<file path="src/rtl/camera_frame_sequencer.sv">
// rtl/camera_frame_sequencer.sv - framebuffer write-side capture sequencer (optional stats: CAMERA_FRAME_STATS_EN)
module camera_frame_sequencer #(
    parameter int FRAME_PIXELS = 76800,
    parameter int ADDR_WIDTH   = 17
) (
    input  logic                  pixel_clock_in,
    input  logic                  reset_in,
    input  logic [15:0]           pixel_data,
    input  logic                  pixel_valid,
    input  logic                  frame_done,
    input  logic                  live_mode,
    input  logic                  snapshot_req,
    output logic [ADDR_WIDTH-1:0] wr_addr,
    output logic [11:0]           wr_data,
    output logic                  wr_en,
    output logic                  frame_ready,
    output logic                  frame_error,
    output logic                  busy,
    output logic                  holding
`ifdef CAMERA_FRAME_STATS_EN
    ,output logic [15:0]          frame_count
    ,output logic [16:0]          last_pixel_count
`endif
);

    typedef enum logic [1:0] {
        ST_SYNC    = 2'd0,
        ST_CAPTURE = 2'd1,
        ST_HOLD    = 2'd2
    } state_t;

    localparam logic [ADDR_WIDTH-1:0] PIX_FULL = ADDR_WIDTH'(FRAME_PIXELS);
    localparam logic [16:0]           SEEN_MAX = 17'h1FFFF;

    state_t                  state_q, state_d;
    logic                    pending_q, pending_d;
    logic [ADDR_WIDTH-1:0]   pix_cnt_q;
    logic                    ovf_q;
    logic [16:0]             seen_q;

    logic                    in_capture;
    logic                    accept;
    logic                    drop;
    logic [ADDR_WIDTH-1:0]   cnt_end;
    logic                    ovf_end;
    logic [16:0]             seen_end;
    logic                    end_capture;
    logic                    frame_good;

    // RGB565 low-order bits are intentionally discarded when packing to RGB444
    logic unused_pixel_bits;
    assign unused_pixel_bits = ^{pixel_data[11], pixel_data[5], pixel_data[0]};

    // State register
    always_ff @(posedge pixel_clock_in) begin
        if (reset_in) begin
            state_q   <= ST_SYNC;
            pending_q <= 1'b0;
        end else begin
            state_q   <= state_d;
            pending_q <= pending_d;
        end
    end

    // Next state: transitions only at frame_done so a frame in progress is never cut
    always_comb begin
        state_d   = state_q;
        pending_d = pending_q | snapshot_req;
        case (state_q)
            ST_SYNC: begin
                if (frame_done) state_d = live_mode ? ST_CAPTURE : ST_HOLD;
            end
            ST_CAPTURE: begin
                if (frame_done) begin
                    state_d   = (live_mode || pending_q) ? ST_CAPTURE : ST_HOLD;
                    // A pending snapshot is spent on the frame that just ended
                    pending_d = snapshot_req;
                end
            end
            ST_HOLD: begin
                if (frame_done && (pending_q || live_mode || snapshot_req)) begin
                    state_d   = ST_CAPTURE;
                    pending_d = 1'b0;
                end
            end
            default: begin
                state_d   = ST_SYNC;
                pending_d = 1'b0;
            end
        endcase
    end

    // Output/datapath decode: which pixel is written, frame totals at frame end
    always_comb begin
        in_capture  = (state_q == ST_CAPTURE);
        busy        = in_capture;
        holding     = (state_q == ST_HOLD);
        accept      = in_capture && pixel_valid && (pix_cnt_q != PIX_FULL);
        drop        = in_capture && pixel_valid && (pix_cnt_q == PIX_FULL);
        cnt_end     = accept ? (pix_cnt_q + 1'b1) : pix_cnt_q;
        ovf_end     = ovf_q | drop;
        seen_end    = (in_capture && pixel_valid && (seen_q != SEEN_MAX)) ? (seen_q + 1'b1) : seen_q;
        end_capture = in_capture && frame_done;
        frame_good  = (cnt_end == PIX_FULL) && !ovf_end;
    end

    // Registered write port, status pulses and per-frame counters
    always_ff @(posedge pixel_clock_in) begin
        if (reset_in) begin
            wr_addr     <= '0;
            wr_data     <= '0;
            wr_en       <= 1'b0;
            frame_ready <= 1'b0;
            frame_error <= 1'b0;
            pix_cnt_q   <= '0;
            ovf_q       <= 1'b0;
            seen_q      <= '0;
        end else begin
            wr_en <= accept;
            if (accept) begin
                wr_addr <= pix_cnt_q;
                wr_data <= {pixel_data[15:12], pixel_data[10:7], pixel_data[4:1]};
            end
            frame_ready <= end_capture && frame_good;
            frame_error <= end_capture && !frame_good;
            if (end_capture) begin
                pix_cnt_q <= '0;
                ovf_q     <= 1'b0;
                seen_q    <= '0;
            end else begin
                pix_cnt_q <= cnt_end;
                ovf_q     <= ovf_end;
                seen_q    <= seen_end;
            end
        end
    end

`ifdef CAMERA_FRAME_STATS_EN
    // Good-frame counter and size of the most recent captured frame
    always_ff @(posedge pixel_clock_in) begin
        if (reset_in) begin
            frame_count      <= '0;
            last_pixel_count <= '0;
        end else if (end_capture) begin
            last_pixel_count <= seen_end;
            if (frame_good) frame_count <= frame_count + 16'd1;
        end
    end
`endif

endmodule

</file>
<file path="config.mk">
export PLATFORM = sky130hd
export DESIGN_NAME = camera_frame_sequencer
export DESIGN_NICKNAME = d
export VERILOG_FILES = /design/src/rtl/camera_frame_sequencer.sv
export SDC_FILE = /design/constraint.sdc
export NUM_CORES = 1
export LEC_CHECK = 0
export BUFFER_PORTS_ARGS = -buffer_cell sky130_fd_sc_hd__buf_2
export CAP_MARGIN = 0
export CELL_PAD_IN_SITES_DETAIL_PLACEMENT = 0
export CELL_PAD_IN_SITES_GLOBAL_PLACEMENT = 1
export CORE_ASPECT_RATIO = 1.25
export CORE_MARGIN = 5
export CORE_UTILIZATION = 39
export DETAILED_ROUTE_END_ITERATION = 10
export HOLD_SLACK_MARGIN = 0.03
export PLACE_DENSITY = 0.88
export SLEW_MARGIN = 10
export SYNTH_ARGS = -nofsm -noshare
export SYNTH_HDL_FRONTEND = slang
export SYNTH_SLANG_ARGS = --single-unit
</file>
<file path="constraint.sdc">
create_clock -name pixel_clock_in -period 2.8 [get_ports pixel_clock_in]
set_input_delay 0.56 -clock pixel_clock_in [delete_from_list [all_inputs] [get_ports pixel_clock_in]]
set_output_delay 0.56 -clock pixel_clock_in [all_outputs]
set_load 0.01 [all_outputs]
</file>
# After elaboration in Yosys (flattened, before gate mapping)
# Cells that the tools add are included.
word_totals:
  word_cells: 45
  output_inout_bits: 34
  register_bits: 53
op_classes:
  n_bitwise: 2
  n_mux: 10
  addsub: 1
  n_reduce_logical: 15
  eq_ne: 8
op_table:
  columns: ["op", "n"]
  rows:
  - ["17-bit == test, second input constant", 2]
  - ["17-bit by 1-bit adder with 17-bit output, second input constant", 1]
  - ["17-bit 2-to-1 mux", 1]
  - ["17-bit inequality test, second input constant", 1]
  - ["2-bit 2-to-1 mux", 5]
  - ["1-bit logical AND", 8]
  - ["2-bit one-hot mux with 3 select lines", 1]
  - ["2-bit inequality test, second input constant", 2]
  - ["1-bit one-hot mux with 3 select lines", 1]
  - ["3-bit AND reduction", 1]
  - ["2-bit by 1-bit == test with 1-bit output, second input constant", 1]
  - ["2-bit == test, second input constant", 1]
  - ["1-bit zero test", 2]
  - ["2-bit zero test", 1]
  - ["1-bit logical OR", 2]
  - ["1-bit 2-to-1 mux", 2]
  - ["2-bit by 1-bit inequality test with 1-bit output, second input constant", 1]
  - ["1-bit OR", 2]
  - ["2-bit OR reduction", 1]

# Longest topological paths before layout
# Gate-level depths: netlist of the first run.
logic_depth:
  ltp_word: 8
  mapped_depth: 11

# Worst setup path before layout of the first run
# Ideal clock, no wire load.
synth_path:
  path_kind: "register to register"
  start: "reg pix_cnt_q[0]"
  end: "reg wr_addr[12]"
  path_slack_ns: 0.630
  required_ns: 2.668
  path_stages_with_launch: 12
  setup_ns: 0.132
  arrival_time_ns: 2.038
  synth_period_minus_slack_ns: 2.170
  path_cell_list: "dfxtp_1 > buf_2 > inv_1 > ha_1 > nand4_1 > or4b_1 > or2_1 > and2_1 > buf_2 > buf_2 > nand2_1 > a21oi_1"
synth_between:
  elab_chain_len: 2
synth_lines:
  columns: ["element", "line", "source"]
  rows:
  - ["from (decl)", "37", "logic [ADDR_WIDTH-1:0] pix_cnt_q;"]
  - ["from (signal assigned)", "131", "pix_cnt_q <= cnt_end;"]
  - ["17-bit inequality test", "98", "accept = in_capture && pixel_valid && (pix_cnt_q != PIX_FULL);"]
  - ["1-bit logical AND", "98", null]
  - ["to (signal assigned)", "121", "wr_addr <= pix_cnt_q;"]
  - ["to (decl)", "13", "output logic [ADDR_WIDTH-1:0] wr_addr,"]
# Every way passes these cells.
# A chain may end at the register's enable or synchronous reset.

# Final worst setup path of the first run
layout_path:
  start: "reg state_q[0]"
  end: "reg frame_error"
layout_between:
  elab_chain_len: 8
  elab_cells_between_ends: 12
  classes_between: "2 x eq/ne; 1 x mux; 1 x bitwise; 8 x reduce/logical"
layout_lines:
  columns: ["element", "line", "source"]
  rows:
  - ["from (decl)", "35", "state_t state_q, state_d;"]
  - ["from (signal assigned)", "60", "state_q <= state_d;"]
  - ["2-bit by 1-bit == test with 1-bit output *", "95", "in_capture = (state_q == ST_CAPTURE);"]
  - ["1-bit logical AND", null, null]
  - ["1-bit logical AND (on tied branches)", "98, 99", null]
  - ["17-bit 2-to-1 mux or 1-bit OR (tied branches)", "100, 101", null]
  - ["17-bit == test or 1-bit zero test (tied branches)", "104", "frame_good = (cnt_end == PIX_FULL) && !ovf_end;"]
  - ["1-bit logical AND", "104", null]
  - ["1-bit zero test", "125", "frame_error <= end_capture && !frame_good;"]
  - ["1-bit logical AND *", "125", null]
  - ["to (signal assigned)", "125", null]
  - ["to (decl)", "17", "output logic frame_error,"]
# Mark *: on every way between the ends. The rest lies on a longest branch, timed or not.

==> reports/qor.csv, run 1 <==
stage;metric;value;unit
run_status;status;complete, no violations;
setup_path;type of origin of the critical path;flop;
synth;Seq/Total Area, Yosys;43.16;%
synth;synthesized area;2459;um^2
cells_and_area;number of diodes;0;
synth;top cell type's share of synthesized area;43.16;%
synth;Post-synth EDFFs;0;
synth;FF+latch count, synth;53;
global_routing;initial antenna violation count;0;
floorplan;die outline height;98.77;um
synth;syn_nets;330;
cells_and_area;area of the multi-input gates;1217;um^2
routing;Vias;2115;
synth;Async SR Flop Fraction;0;%
sta;max-slew violation count;0;
setup_path;crit path max fanout;10;
setup_path;CP cell instances;and3b_1, nand3_4, nor3b_4, mux2i_1, or4_4, o31a_1;
sta;Final Worst Setup Slack;0.4470;ns
clocking;setup bufs post-CTS;0;
setup_path;RR Endpoint;frame_error;
sta;Slew @ Worst Pin;0.6691;ns
global_routing;Total Routing Usage GR;14.04;%
power;Leak;0.001112;uW
setup_path;slowest cell on the critical path;dfxtp_1;
global_routing;largest net degree at the start of global routing;37;
global_routing;vias in the first global route;1989;
sta;final worst clock skew;0.005384;ns
routing;drt pass-1 iters;5;
routing;initial DRC count;111;
clocking;post_cts resized;0;
routing;Via density;4.919;
setup_path;reg2reg path depth;6;
floorplan;io pins;56;
sta;final hold violation count;0;
placed_design;Routability Congestion;0.8599;
clocking;Inserted Clock Buffers;5;
floorplan;Row Count;32;
synth;Distinct cells, synth;47;
clocking;hold_buf cts;0;
sta;setup violators final;0;
setup_path;CP Capture Point;frame_error;
clocking;Sink Count;53;
synth;Synth area leader;dfxtp_1;
floorplan;Die X;81.02;um
setup_path;R2R Setup Slk;0.45;ns
clocking;worst-case clock buffer depth;2;
cells_and_area;Nets;368;
sta;Rel. slew slack;55.39;%
sta;unrepaired setup endpoints after global routing;no;
setup_path;Crit path required time;3.00;ns
placed_design;post-DP HPWL;3888;um
floorplan;die area;8002;um^2
clocking;H-Tree Depth;2;
clocking;root buffer cell;clkbuf_8;
synth;Synth Instances;306;
power;pwr/cell area;488.9;nW/um^2
synth;ys flop type;dfxtp_1;
floorplan;Placeable Area;6166;um^2
routing;number of remaining DRC errors;0;
routing;WL final;5415;um
setup_path;Worst Path Arrival;2.55;ns
setup_path;Worst Setup SP;state_q[0];
global_routing;grt total ovfl;0;
sta;minimum clock period;2.353;ns
placed_design;post-placement worst setup slack;0.3289;ns
sta;Fmax;425.0;MHz
hold_path;worst hold path class;flop to flop;
power;Max VDD drop;0.2337;mV
synth;syn_area_per_cell;8.035;um^2
cells_and_area;fraction of layout cells with a size suffix above 1;21.16;%
power;Power Total;1386;uW
setup_path;FF-to-FF Start;state_q[0];
clocking;CTS tree;built;
cells_and_area;Layout fillers;666;
hold_path;Worst Hold Launch;wr_data[9];
run;MaxCap Viol Count;0;
routing;Routed Antenna Nets;0;
setup_path;CP endpoint kind;flop;
synth;synth warn;0;
global_routing;first-pass GRT wire length;9142;um
setup_path;Crit path largest cell delay;0.51;ns
cells_and_area;P&R area growth vs syn;15.32;%
placed_design;Post-Place Cell Area;2719;um^2
routing;wire per inst;12.59;um
floorplan;Starting Density;39.87;%
sta;TNS Setup;0;ns
setup_path;kind of critical path;flop to flop;
clocking;Reg clk slew, reported paths;0.09;ns
placed_design;IO Port Bufs;51;
sta;Hold Slack;0.4541;ns
cells_and_area;FF+latch area;1061;um^2
sta;Final Cycle Share;84.04;%
clocking;clock insertion delay at the later pin of the skew report;0.30;ns
synth;synth top area cells;dfxtp_1 43%, nand2_1 11%, a21oi_1 7.1%;
cells_and_area;post-route cell area;2835;um^2
-- cells in the final DEF (no fill, tap or decap), types with 2 or more instances in the layout --
cell type / n
xnor2_1: 11
clkbuf_8: 6
and4_1: 2
nand4_1: 5
o21a_1: 2
buf_2: 51
nor2b_1: 2
o21ai_0: 4
nor4_1: 4
nor2_1: 31
a21oi_1: 35
o31a_1: 3
nand3_1: 7
buf_4: 7
xor2_1: 8
nor3_1: 8
dfxtp_1: 53
a211oi_1: 2
nand2_1: 69
ha_1: 2
inv_1: 7
-- final cells by class --
type                    instances  area share, %
clock inverters                 1          1.059
inverters                       7         0.9267
clock buffers                   7          3.045
repair buffers                 58          10.86
flip-flops and latches         53          37.42
well taps                      85          3.751
multi-input cells             219          42.94
-- logic make-up (layout without fill, tap and decap cells) --
family                   count (synthesis)  after routing  synth area share, %
flip-flops                              53             53                43.16
AND/OR/NAND/NOR                        144            144                28.65
XOR/XNOR                                19             19                6.768
multiplexers                             1              1               0.4071
buffers and inverters                   34             73                7.328
adder cells (fa/ha/maj)                  2              2                1.018
AO/OA/AOI/OAI                           53             53                12.67
-- Yosys cell counts (2+ instances only) --
library cell	instances
clkbuf_1	6
nor3_1	8
o21ai_0	4
buf_2	15
xnor2_1	11
nand2_1	69
and4_1	2
nand4_1	5
dfxtp_1	53
a21oi_1	35
ha_1	2
nor2b_1	2
nor2_1	31
xor2_1	8
nand3_1	7
o21a_1	2
o31a_1	3
a211oi_1	2
nor4_1	4
buf_6	4
inv_1	7
-- state kept, by name, summed over array words and instances, names as in the netlist --
register,cells
pending_q,1
frame_ready,1
wr_en,1
wr_addr,17
wr_data,12
frame_error,1
state_q,2
ovf_q,1
pix_cnt_q,17
-- worst max-delay path: cells and delay by family, from the launching register on --
family,cells,cell delay (ns)
simple gates,4,1.39
compound gates,1,0.25
flops,1,0.51
mux,1,0.10
-- through the flow --
step                      cells  util (%)
after detailed placement    422     44.10
after global placement      422     44.10
after global routing        430     45.98
final                       430     45.98
after floorplan             306         -
after CTS                   430     45.98
-- worst min-delay path by stage --
| stage | to | slack (ns) | depth (start not counted) |
|---|---|---|---|
| floorplan | ovf_q | 0.44 | 2 |
| finish | wr_data[9] | 0.45 | 2 |
| global placement | wr_data[1] | 0.44 | 2 |
| detailed placement | wr_data[10] | 0.44 | 2 |
| global route | wr_data[4] | 0.47 | 2 |
| CTS | wr_data[10] | 0.46 | 2 |
-- per-layer routing --
metal / routed length (um) / share of wire (%) / vias to the layer above / global-route usage, %
li1: - / - / 1094 / -
met5: 0 / 0 / - / 0
met4: 48 / 0.89 / 0 / 3.641
met2: 2597 / 48 / 49 / 23.21
met1: 2548 / 47 / 967 / 18.55
met3: 220 / 4.1 / 5 / 2.742
-- power by group --
group / leakage, uW / internal (uW) / switching, uW
clock: 0.0000585 / 292 / 239
combinational: 0.000625 / 31.3 / 50.7
sequential: 0.000428 / 763 / 10.4
total: 0.00111 / 1090 / 300
No activity file was read; power rests on OpenSTA's default activity.
==> inputs of run 2 (changes only) <==
Settings changed: CORE_UTILIZATION 39 to 35, PLACE_DENSITY 0.88 to 0.84.
Clock period 2.8 ns to 2.05 ns, I/O delays scaled along.
==> run 2 against run 1 <==
Effect of this change:
- sequential share of layout area shrank 4.2 points
- maximum frequency rose by 17%
- clock power grew 12%
- via count is 8.0% higher
- total power is 29% higher
- cell count grew 10%
- die area increased by 10%
- critical path type unchanged
- highest routed layer unchanged
==> reports/qor.csv, run 2 (synthesis results as in run 1) <==
stage;metric;value;unit
run_status;status;complete, no violations;
power;switching share of power;24.85;%
setup_path;type of origin of the critical path;flop;
clocking;root buffer cell;clkbuf_8;
floorplan;Row Count;34;
hold_path;worst hold path class;input pin to flop;
setup_path;R2R Setup Slk;0.05;ns
setup_path;kind of critical path;flop to flop;
global_routing;grt total ovfl;0;
sta;minimum clock period;2.005;ns
power;share of power burned in registers;58.7;%
floorplan;io pins;56;
power;Leak;0.001320;uW
cells_and_area;most common cell after layout, fill and taps aside;nand2_1;
placed_design;Post-Place Cell Area;3032;um^2
cells_and_area;post-route cell area;3229;um^2
global_routing;Total Routing Usage GR;13.28;%
routing;WL final;6012;um
clocking;worst-case clock buffer depth;2;
floorplan;Placeable Area;6892;um^2
cells_and_area;commonest non-fill, non-tap cells in the layout;68 x nand2_1, 51 x buf_2, 47 x dfxtp_1;
power;Clk network pwr share;33.3;%
floorplan;die area;8811;um^2
sta;max-slew violation count;0;
global_routing;vias in the first global route;2111;
routing;drt pass-1 iters;4;
power;pwr/cell area;555.0;nW/um^2
placed_design;Routability Congestion;0.8434;
floorplan;Die X;84.97;um
sta;final hold violation count;0;
sta;Slew @ Worst Pin;0.3698;ns
routing;initial DRC count;131;
routing;Via density;4.811;
sta;setup violators final;0;
global_routing;initial antenna violation count;0;
placed_design;post-DP HPWL;4561;um
power;NetSw;445.3;uW
setup_path;crit path max fanout;4;
setup_path;Worst Path Arrival;2.21;ns
placed_design;IO Port Bufs;51;
routing;Routed Antenna Nets;0;
cells_and_area;Largest regs;pix_cnt_q (17), wr_addr (17), wr_data (12);
setup_path;Worst Setup SP;pix_cnt_q[1];
clocking;H-Tree Depth;2;
setup_path;WP buf/inv;1;
routing;Vias;2285;
sta;Fmax;498.9;MHz
cells_and_area;P&R area growth vs syn;31.35;%
setup_path;CP cell instances;inv_2, ha_4, nand4_1, or4b_4, nor4_2, nor2_1, a211o_1, o31a_1;
setup_path;RR Endpoint;frame_error;
clocking;Sink Count;53;
setup_path;slowest cell on the critical path;or4b_4;
floorplan;Starting Density;35.68;%
sta;Final Cycle Share;97.78;%
clocking;CTS tree;built;
cells_and_area;Nets;408;
routing;wire per inst;12.66;um
setup_path;CP delay by family, top;simple AND/OR/NAND/NOR gates;
cells_and_area;number of diodes;0;
setup_path;reg2reg path depth;8;
setup_path;CP Capture Point;frame_error;
setup_path;FF-to-FF Start;pix_cnt_q[1];
setup_path;Crit path required time;2.26;ns
floorplan;die outline height;103.7;um
sta;Rel. slew slack;74.71;%
power;Max VDD drop;0.4026;mV
power;Power Total;1792;uW
setup_path;CP endpoint kind;flop;
run;MaxCap Viol Count;0;
sta;final worst clock skew;0.01022;ns
setup_path;Crit path largest cell delay;0.50;ns
clocking;Reg clk slew, reported paths;0.10;ns
setup_path;Worst path depth;8;
cells_and_area;fraction of layout cells with a size suffix above 1;34.55;%
routing;number of remaining DRC errors;0;
clocking;Inserted Clock Buffers;5;
power;P_int;1347;uW
global_routing;largest net degree at the start of global routing;22;
sta;unrepaired setup endpoints after global routing;yes;
power;Gate power share;8.1;%
global_routing;first-pass GRT wire length;9749;um
cells_and_area;final core utilization;46.86;%
clocking;clock insertion delay at the later pin of the skew report;0.31;ns
sta;TNS Setup;0;ns
## run 2: changes by cell type in the layout (fill, tap and decap cells not counted), moves of 4 or more
cell and change:
buf_6 +6, dfxtp_2 +4, buf_4 +33, dfxtp_1 -6
## run 2: worst min-delay path by stage
| stage | start | endpoint | slack, ns | cells after the start |
|---|---|---|---|---|
| after global routing | pixel_data[4] | wr_data[3] | 0.31 | 3 |
| after CTS | pixel_data[15] | wr_data[11] | 0.31 | 3 |
| after detailed placement | wr_addr[11] | wr_addr[11] | 0.45 | 2 |
| after global placement | wr_data[9] | wr_data[9] | 0.44 | 2 |
| after floorplan | ovf_q | ovf_q | 0.44 | 2 |
| final | pixel_data[15] | wr_data[11] | 0.33 | 3 |
## run 2: final cells by class
cell class              instances  area [um^2]
fillers                       726         3662
repair buffers                 98        638.1
inverters                       7        26.28
well taps                      90        112.6
multi-input cells             219         1289
flip-flops and latches         53         1074
clock buffers                   5        68.82
clock inverters                 3        21.27
## run 2: power by group through the flow
stage               Combinational, uW  Sequential, uW  Clock [uW]
global route                      160            1050         650
CTS                               140            1050         619
global placement                  134            1080           0
detailed placement                136            1080           0
finish                            145            1050         596
floorplan                        85.3            1080           0
## run 2: per-stage QoR
step	setup WS (ns)	instances	hold WS [ns]
2_1_floorplan	-0.08381	306	0.4377
3_3_place_gp	-0.1260	466	0.4383
3_5_place_dp	-0.1654	466	0.4452
4_1_cts	0.002718	474	0.3131
5_1_grt	-0.04686	475	0.3136
6_report	0.04541	475	0.3270
## run 2: layer usage
layer | vias to the layer above | global-route usage [%] | wire, um
li1 | 1170 | - | -
met1 | 1072 | 16.57 | 2709
met5 | - | 0 | 0
met2 | 37 | 23.06 | 3000
met3 | 6 | 2.542 | 230
met4 | 0 | 3.507 | 71
## run 2: worst min-delay path: cells and delay by family
kind,cells,cell delay [ns]
buffers and inverters,1,0.09
AOI/OAI and AO/OA,1,0.05
and+or+nand+nor,1,0.05
## run 2: repair_timing
| item | CTS | global route |
|---|---|---|
| gates cloned | 0 | 1 |
| buffers inserted | 0 | 0 |
| hold buffers | 0 | 0 |
| pin swaps | 5 | 2 |
| gates resized for setup | 15 | 14 |
| setup endpoints to repair | 32 | 13 |
